File: src/rtl/aes_tx_pkg.sv
// Shared constants and helpers for the aes_tx word schedulers.
// Header word layout: {sync byte, source id, per-source sequence number}.
package aes_tx_pkg;

  localparam logic [7:0] HDR_SYNC = 8'hA5;

  typedef enum logic [1:0] {
    S_IDLE = 2'd0,
    S_HDR  = 2'd1,
    S_BODY = 2'd2
  } state_e;

  localparam int HDR_SYNC_LSB = 24;
  localparam int HDR_ID_LSB   = 16;
  localparam int HDR_SEQ_LSB  = 0;

  function automatic logic [31:0] make_header(input logic [7:0]  id,
                                              input logic [15:0] seq);
    logic [31:0] hdr;
    hdr                      = '0;
    hdr[HDR_SYNC_LSB +: 8]   = HDR_SYNC;
    hdr[HDR_ID_LSB   +: 8]   = id;
    hdr[HDR_SEQ_LSB  +: 16]  = seq;
    return hdr;
  endfunction

endpackage

File: src/rtl/aes_tx_sched_rr_arbiter.sv
// Combinational round-robin pick: first asserted request at or above ptr,
// wrapping. Shared by the tx scheduler and the planned rx-side scheduler.
module rr_arbiter #(
  parameter int N  = 2,
  parameter int IW = $clog2(N)
) (
  input  logic [N-1:0]  req,
  input  logic [IW-1:0] ptr,
  output logic [N-1:0]  gnt,
  output logic [IW-1:0] gnt_id
);

  always_comb begin
    logic          found;
    logic [IW-1:0] idx;
    // NOTE: every output gets a default before the search so no path through
    // the loop leaves it unassigned (which would infer a latch).
    gnt    = '0;
    gnt_id = '0;
    found  = 1'b0;
    for (int k = 0; k < N; k++) begin
      idx = IW'((int'(ptr) + k) % N);
      if (!found && req[idx]) begin
        found    = 1'b1;
        gnt[idx] = 1'b1;
        gnt_id   = idx;
      end
    end
  end

endmodule

File: src/rtl/aes_tx_sched.sv
// Packet scheduler sharing one aes_tx word port between NUM_SRC show-ahead
// FIFOs: one source owns the port for a header plus WORDS_PER_PKT body words.
module aes_tx_sched
  import aes_tx_pkg::*;
#(
  parameter int NUM_SRC       = 2,
  parameter int WORDS_PER_PKT = 4,
  parameter int HEADER_EN     = 1
) (
  input  logic                  clk,
  input  logic                  rst_n,
  input  logic [32*NUM_SRC-1:0] src_data,
  input  logic [NUM_SRC-1:0]    src_empty,
  output logic [NUM_SRC-1:0]    src_rd,
  output logic [31:0]           tx_data,
  output logic                  tx_empty,
  input  logic                  tx_require,
  output logic [NUM_SRC-1:0]    grant,
  output logic                  busy,
  output logic                  err
);

  localparam int IW = $clog2(NUM_SRC);
  localparam int CW = $clog2(WORDS_PER_PKT) + 1;

  state_e                     state_q, state_d;
  logic [NUM_SRC-1:0]         grant_q, grant_d;
  logic [IW-1:0]              id_q, id_d;
  logic [IW-1:0]              rr_ptr_q, rr_ptr_d;
  logic [CW-1:0]              word_cnt_q, word_cnt_d;
  logic [NUM_SRC-1:0][15:0]   seq_q, seq_d;
  logic                       err_q, err_d;

  logic [NUM_SRC-1:0]         src_req;
  logic [NUM_SRC-1:0]         arb_gnt;
  logic [IW-1:0]              arb_id;

  assign src_req = ~src_empty;

  rr_arbiter #(.N(NUM_SRC), .IW(IW)) u_arb (
    .req    (src_req),
    .ptr    (rr_ptr_q),
    .gnt    (arb_gnt),
    .gnt_id (arb_id)
  );

  // NOTE: state registers use non-blocking assignments so every flop samples
  // the pre-edge value of every other flop, independent of process order.
  always_ff @(posedge clk or negedge rst_n) begin
    if (!rst_n) begin
      state_q    <= S_IDLE;
      grant_q    <= '0;
      id_q       <= '0;
      rr_ptr_q   <= '0;
      word_cnt_q <= '0;
      seq_q      <= '0;
      err_q      <= 1'b0;
    end else begin
      state_q    <= state_d;
      grant_q    <= grant_d;
      id_q       <= id_d;
      rr_ptr_q   <= rr_ptr_d;
      word_cnt_q <= word_cnt_d;
      seq_q      <= seq_d;
      err_q      <= err_d;
    end
  end

  always_comb begin
    state_d    = state_q;
    grant_d    = grant_q;
    id_d       = id_q;
    rr_ptr_d   = rr_ptr_q;
    word_cnt_d = word_cnt_q;
    seq_d      = seq_q;
    err_d      = err_q;
    case (state_q)
      S_IDLE: begin
        if (tx_require) err_d = 1'b1;
        if (|src_req) begin
          grant_d    = arb_gnt;
          id_d       = arb_id;
          word_cnt_d = '0;
          state_d    = (HEADER_EN != 0) ? S_HDR : S_BODY;
        end
      end
      S_HDR: begin
        if (tx_require) begin
          state_d    = S_BODY;
          word_cnt_d = '0;
        end
      end
      S_BODY: begin
        if (tx_require) begin
          word_cnt_d = word_cnt_q + 1'b1;
          if (word_cnt_q == CW'(WORDS_PER_PKT - 1)) begin
            state_d     = S_IDLE;
            grant_d     = '0;
            word_cnt_d  = '0;
            seq_d[id_q] = seq_q[id_q] + 16'd1;
            rr_ptr_d    = (id_q == IW'(NUM_SRC - 1)) ? '0 : id_q + 1'b1;
          end
        end
      end
      default: state_d = S_IDLE;
    endcase
  end

  // The current word is held until its tx_require; pop in that same cycle.
  always_comb begin
    tx_data  = '0;
    tx_empty = 1'b1;
    src_rd   = '0;
    case (state_q)
      S_HDR: begin
        tx_data  = make_header(8'(id_q), seq_q[id_q]);
        tx_empty = 1'b0;
      end
      S_BODY: begin
        tx_data  = src_data[32*int'(id_q) +: 32];
        tx_empty = src_empty[id_q];
        if (tx_require) src_rd = grant_q;
      end
      default: ;
    endcase
  end

  assign grant = grant_q;
  assign busy  = (state_q != S_IDLE);
  assign err   = err_q;

  a_no_take_from_empty: assert property (@(posedge clk) disable iff (!rst_n)
    !(state_q == S_BODY && tx_require && src_empty[id_q]));

endmodule
File: config.mk
export PLATFORM = sky130hd
export DESIGN_NAME = aes_tx_sched
export DESIGN_NICKNAME = d
export VERILOG_FILES = /design/src/rtl/aes_tx_pkg.sv /design/src/rtl/aes_tx_sched_rr_arbiter.sv /design/src/rtl/aes_tx_sched.sv
export SDC_FILE = /design/constraint.sdc
export NUM_CORES = 1
export LEC_CHECK = 0
export BUFFER_PORTS_ARGS = -buffer_cell sky130_fd_sc_hd__buf_2
export CAP_MARGIN = 15
export CORE_MARGIN = 2
export CORE_UTILIZATION = 51
export CTS_CLUSTER_SIZE = 16
export DETAILED_ROUTE_END_ITERATION = 6
export GPL_TIMING_DRIVEN = 0
export HOLD_SLACK_MARGIN = 0.15
export PLACE_DENSITY = 0.85
export SYNTH_ARGS = -nofsm -noshare
export SYNTH_HDL_FRONTEND = slang
export SYNTH_SLANG_ARGS = --single-unit
File: constraint.sdc
create_clock -name clk -period 2.2 [get_ports clk]
set_input_delay 0.11 -clock clk [delete_from_list [all_inputs] [get_ports clk]]
set_output_delay 0.11 -clock clk [all_outputs]
set_load 0.005 [all_outputs]
==> impl_metrics.py, run 1 <==
metrics = {
    "pwr": {
        "peakVddDrop_mv": 0.795,
        "p_int_mw": 1.94,
        "p_per_area_nw_per_um2": 836,
        "p_sw_mw": 1.30,
        "p_leak_nw": 1.95,
        "power_frac_comb_pct": 56.7,
        "p_clk_share_pct": 15.8,
        "power.share.switching_pct": 40.2,
        "power_frac_seq_pct": 27.5,
    },
    "drt": {
        "routed_via_density": 5.60,
        "post_drt_wl_per_cell_microns": 15.9,
        "totalWireLength_microns": 8100,
        "drt_iter0_drc": 216,
        "first_pass_iters": 4,
        "ant_nets": 0,
        "vias": 2857,
        "drc": 0,
    },
    "sta": {
        "rsz0062_at_grt": "false",
        "timing.hold.ws_ns": 0.471,
        "period_needed_ns": 2.11,
        "fin_skew_ns": 0.0106,
        "finalMaxSlewViolations": 0,
        "relSlewSlack_pct": 38.3,
        "finalCritPeriodShare_pct": 96.1,
        "setup_viol": 0,
        "tightest_slew_ns": 0.926,
        "tns_ns": 0,
        "fmax_mhz": 473,
        "hold_viol": 0,
        "setup_ws_ns": 0.0864,
    },
    "worst_hold_path": {
        "holdPathStages": 1,
        "holdPathEnd": "seq_q[15]",
        "hold_class": "register to register",
        "hp-start": "seq_q[15]",
    },
    "clocking": {
        "path_clk_slew_ns": 0.08,
        "ctsLongestPathBuffers": 2,
        "clkLatencyLatePin_ns": 0.30,
        "htreeDepth": 2,
        "clock-sinks": 42,
        "cts_buffers": 5,
        "cts_root_buffer": "clkbuf_8",
        "cts_tree": "built",
    },
    "synth": {
        "yosysSeqAreaShare_pct": 33.9,
        "async_flop_share_pct": 100,
        "synth-xor-area-share_pct": 7.91,
        "synth.avg_cell_area_sq_um": 9.81,
        "yosys_warnings": 0,
        "yosys.area.top_type_share_pct": 33.9,
        "synth_ff_type": "dfrtp_1",
        "synth_area_sq_um": 3100,
        "synth_adder_area_share_pct": 2.82,
        "synth_largest_area_cell": "dfrtp_1",
        "yosysMostFrequentCell": "dfrtp_1",
        "synth_seq_cells": 42,
        "syn_nets": 392,
        "synth_cell_types": 43,
        "synth_mux_area_share_pct": 18.7,
        "syn_inst": 316,
        "synth_common_cells": "dfrtp_1, mux2_2, nand2_1",
        "synth_compound_area_share_pct": 10.0,
        "synth_top_family_by_area": "simple AND/OR/NAND/NOR gates",
        "synth-edff-count": 0,
        "synthSimpleGateAreaFrac_pct": 22.3,
        "synth_area_leaders": "dfrtp_1, mux2_2, mux2i_1, xnor2_1, nand2_1",
    },
    "global_route": {
        "grt_util_met2_pct": 46.0,
        "grt_max_degree": 43,
        "grtUsageMet3_pct": 4.29,
        "top_usage_layer": "met2",
        "gr-usage-all-layers_pct": 25.8,
        "first_global_vias": 2832,
        "grt_overflow": 0,
        "grt_pass1_wl_microns": 13100,
        "grt_antenna_before_repair": 0,
        "grt_use_met1_pct": 30.9,
    },
    "finish": {
        "synthToLayoutAreaGrowth_pct": 24.8,
        "nNetsFinal": 510,
        "finalNonFillerCells": 510,
        "fin_area_sq_um": 3870,
        "drive_gt1_share_pct": 38.9,
        "antenna_cells": 0,
    },
    "setup_path": {
        "worstSetupStartpointType": "register",
        "r2r_slack_ns": 0.09,
        "worstReg2RegStart": "state_q[0]",
        "critical_path_class": "register to register",
        "critical_path_arrival_ns": 2.30,
        "endpoint_kind": "register",
        "cp.required_ns": 2.38,
        "crit_fanout": 9,
        "r2r_cells": 6,
        "r2r_end": "seq_q[1]",
    },
    "floorplan": {
        "die_area_sq_um": 6720,
        "ioPinCount": 108,
        "start_util_pct": 52.7,
        "fp.coreArea_sq_um": 5890,
        "dieHeight_microns": 82.0,
        "die-width_microns": 82.0,
        "rows": 28,
    },
    "placed_design": {
        "gp_congestion": 0.848,
        "dp_slack_ns": 0.121,
        "port_buffers": 107,
        "dp.cells": 498,
        "placed_area_sq_um": 3730,
        "dp_hpwl_microns": 6200,
    },
    "run_status": {
        "status": "completed",
    },
    "flow_run": {
        "maxCapViolCount": 0,
    },
}
[power groups by stage]
stage          registers, mW  logic, mW  clock network (mW)
2_1_floorplan          0.892       1.25                   0
3_3_place_gp           0.899       1.74                   0
3_5_place_dp           0.903       1.81                   0
4_1_cts                0.889       1.82               0.519
5_1_grt                0.900       2.00               0.548
6_report               0.890       1.83               0.511
[registers in the layout, summed over array words and instances, names as in the netlist]
register    cells
seq_q          32
word_cnt_q      3
grant           2
state_q         2
err             1
id_q            1
rr_ptr_q        1
[how the worst max path moves through the flow]
stage | from | to | slack [ns] | depth (start not counted)
final | state_q[0] | seq_q[1] | 0.09 | 6
after global routing | state_q[1] | tx_data[5] | 0.005 | 7
after CTS | state_q[0] | tx_data[12] | 0.06 | 8
after detailed placement | state_q[0] | seq_q[27] | 0.12 | 8
after global placement | state_q[0] | seq_q[1] | 0.14 | 6
after floorplan | id_q | seq_q[6] | 0.41 | 7
[routing by layer]
layer	vias up	wire length (microns)
li1	1354	-
met1	1348	3290
met2	138	4050
met3	17	608
met4	0	159
met5	-	0
[worst max-delay path, cell delays in order, from the launching register on]
cell,delay [ns]
dfrtp_1,0.42
inv_1,0.12
ha_1,0.15
buf_4,0.15
nand4b_1,0.19
nor2_1,0.57
mux2_2,0.40
[final cells by class]
cell class,count,area (sq um)
clock inverters,1,5.00
inverters,6,22.5
clock buffers,7,86.3
fillers,464,2020
flip-flops and latches,42,1050
multi-input cells,250,1920
plain buffers,18,115
well taps,75,93.8
repair buffers,111,576
[cell families after synthesis]
logic type | count (synthesis)
buffers and inverters | 24
XOR/XNOR | 28
AND/OR/NAND/NOR | 118
adder cells (fa/ha/maj) | 7
flip-flops | 42
multiplexers | 54
AO/OA/AOI/OAI | 43
[timing repair]
item,CTS,global route
endpoints found under the hold margin,46,0
setup endpoints to repair,10,11
hold buffers,4,0
setup buffers,0,0
pin swaps,0,0
gates resized for setup,1,3
[metrics by stage]
step / power, mW / util, %
finish: 3.24 / 65.7
global route: 3.44 / 65.7
CTS: 3.23 / 65.6
detailed placement: 2.71 / 63.4
global placement: 2.64 / 63.4
floorplan: 2.14 / -
[layout by cell type (no fill, tap or decap), types with 11 or more instances in the layout]
master and n:
nand4_1 11, mux2i_1 25, nand3_1 12, nor2b_1 13
dfrtp_1 42, mux2_2 28, buf_2 110, xnor2_1 21
nand2_1 27, nor2_1 18, o21ai_0 17, and2_1 12
(Power assumes the default switching activity.)
==> inputs of run 2 (changes only) <==
- CORE_ASPECT_RATIO: unset -> 1.1
- SETUP_SLACK_MARGIN: unset -> 0.3
==> impl_metrics.py, run 2 (synthesized netlist as in run 1, its figures left out) <==
metrics = {
    "run_status": {
        "status": "completed",
    },
    "global_route": {
        "grt_overflow": 0,
        "gr-usage-all-layers_pct": 26.3,
        "first_global_vias": 2855,
        "grt_antenna_before_repair": 0,
        "grt_max_degree": 43,
        "grt_pass1_wl_microns": 13800,
    },
    "sta": {
        "period_needed_ns": 1.96,
        "tightest_slew_ns": 0.961,
        "relSlewSlack_pct": 35.9,
        "fmax_mhz": 510,
        "hold_viol": 0,
        "rsz0062_at_grt": "true",
        "finalMaxSlewViolations": 0,
        "timing.hold.ws_ns": 0.481,
        "fin_skew_ns": 0.0103,
        "setup_viol": 0,
        "finalCritPeriodShare_pct": 89.1,
        "tns_ns": 0,
    },
    "floorplan": {
        "rows": 29,
        "fp.coreArea_sq_um": 5810,
        "dieHeight_microns": 85.8,
        "start_util_pct": 53.4,
        "ioPinCount": 108,
        "die_area_sq_um": 6720,
        "die-width_microns": 78.3,
    },
    "setup_path": {
        "cp.required_ns": 2.41,
        "r2r_cells": 8,
        "endpoint_kind": "register",
        "crit_fanout": 7,
        "critical_path_class": "register to register",
        "r2r_slack_ns": 0.24,
        "critical_path_arrival_ns": 2.17,
        "worstSetupStartpointType": "register",
    },
    "drt": {
        "drc": 0,
        "first_pass_iters": 4,
        "totalWireLength_microns": 9960,
        "post_drt_wl_per_cell_microns": 18.5,
        "routed_via_density": 5.76,
        "vias": 3098,
        "drt_iter0_drc": 317,
        "ant_nets": 0,
    },
    "placed_design": {
        "port_buffers": 107,
        "dp_hpwl_microns": 6170,
        "gp_congestion": 0.941,
        "dp.cells": 500,
        "placed_area_sq_um": 3730,
    },
    "clocking": {
        "htreeDepth": 2,
        "cts_buffers": 5,
        "path_clk_slew_ns": 0.09,
        "cts_root_buffer": "clkbuf_8",
        "ctsLongestPathBuffers": 2,
        "clkLatencyLatePin_ns": 0.32,
        "clock-sinks": 42,
        "cts_tree": "built",
    },
    "finish": {
        "final_common_cell": "buf_2",
        "drive_gt1_share_pct": 49.9,
        "reg.largest.list": "seq_q x32, word_cnt_q x3",
        "antenna_cells": 0,
        "finalNonFillerCells": 538,
        "synthToLayoutAreaGrowth_pct": 43.9,
        "largest_register_ff_count": 32,
        "nNetsFinal": 536,
        "fin_area_sq_um": 4460,
        "top_register": "seq_q",
        "layout_common_cells": "buf_2, dfrtp_1, buf_4",
        "final_util_pct": 76.9,
    },
    "pwr": {
        "p_leak_nw": 2.21,
        "peakVddDrop_mv": 0.623,
        "p_per_area_nw_per_um2": 944,
    },
    "flow_run": {
        "maxCapViolCount": 0,
    },
    "worst_hold_path": {
        "hold_class": "primary input to async pin",
    },
}
[run 2: changes by cell type in the layout (fill, tap and decap cells not counted), moves of 5 or more]
cell	change
mux2_4	+12
buf_4	+21
nand2_1	-5
mux2i_2	+6
buf_12	+5
clkbuf_1	-5
o21ai_1	+8
o21ai_0	-10
mux2i_1	-9
mux2_2	-12
[run 2: layout make-up]
class	count	area, sq um
buffer	18	213
clock buffer	6	72.6
clock inverter	2	37.5
fill	374	1340
inverter	6	22.5
multi-input combinational	250	2150
sequential	42	1050
tap	77	96.3
timing repair buffer	137	816
[run 2: power by group]
part	total, mW	internal [mW]	switching (mW)
clock network	0.637	0.339	0.298
logic	2.69	1.41	1.28
registers	0.887	0.834	0.0526
total	4.21	2.58	1.63
[run 2: metrics by stage]
| step | setup slack, ns | power (mW) |
|---|---|---|
| finish | 0.239 | 4.21 |
| global route | 0.153 | 4.43 |
| CTS | 0.261 | 3.58 |
| detailed placement | 0.108 | 2.73 |
| global placement | 0.143 | 2.67 |
| floorplan | 0.407 | 2.14 |
[run 2: per-layer routing]
metal	vias up	wire [microns]	share of wire [%]	track usage, %
li1	1414	-	-	-
met1	1453	3830	38	31.2
met2	201	5170	52	47.6
met3	30	669	6.7	4.21
met4	0	294	3.0	10.0
met5	-	0	0	0
[run 2: final timing paths]
kind / startpoint / end
worst min register to register: err / err
worst min-delay path: rst_n / seq_q[15]
worst max-delay path: id_q / seq_q[28]
max in group asynchronous: rst_n / seq_q[2]
worst max register to register: id_q / seq_q[28]
min in group clk: err / err
[run 2: what timing repair did]
item | CTS | global route
buffers inserted | 6 | 18
pin swaps | 3 | 20
endpoints found under the hold margin | 46 | 0
setup endpoints to repair | 57 | 58
resized for setup | 36 | 70
cloned | 0 | 2
hold buffers | 4 | 0
[run 2: critical path: stages (launching register included)]
cell	delay, ns
dfrtp_1	0.43
buf_6	0.16
mux2_4	0.22
ha_4	0.16
nand4_1	0.15
buf_4	0.19
nor3_4	0.26
nand3_2	0.14
xnor2_2	0.16
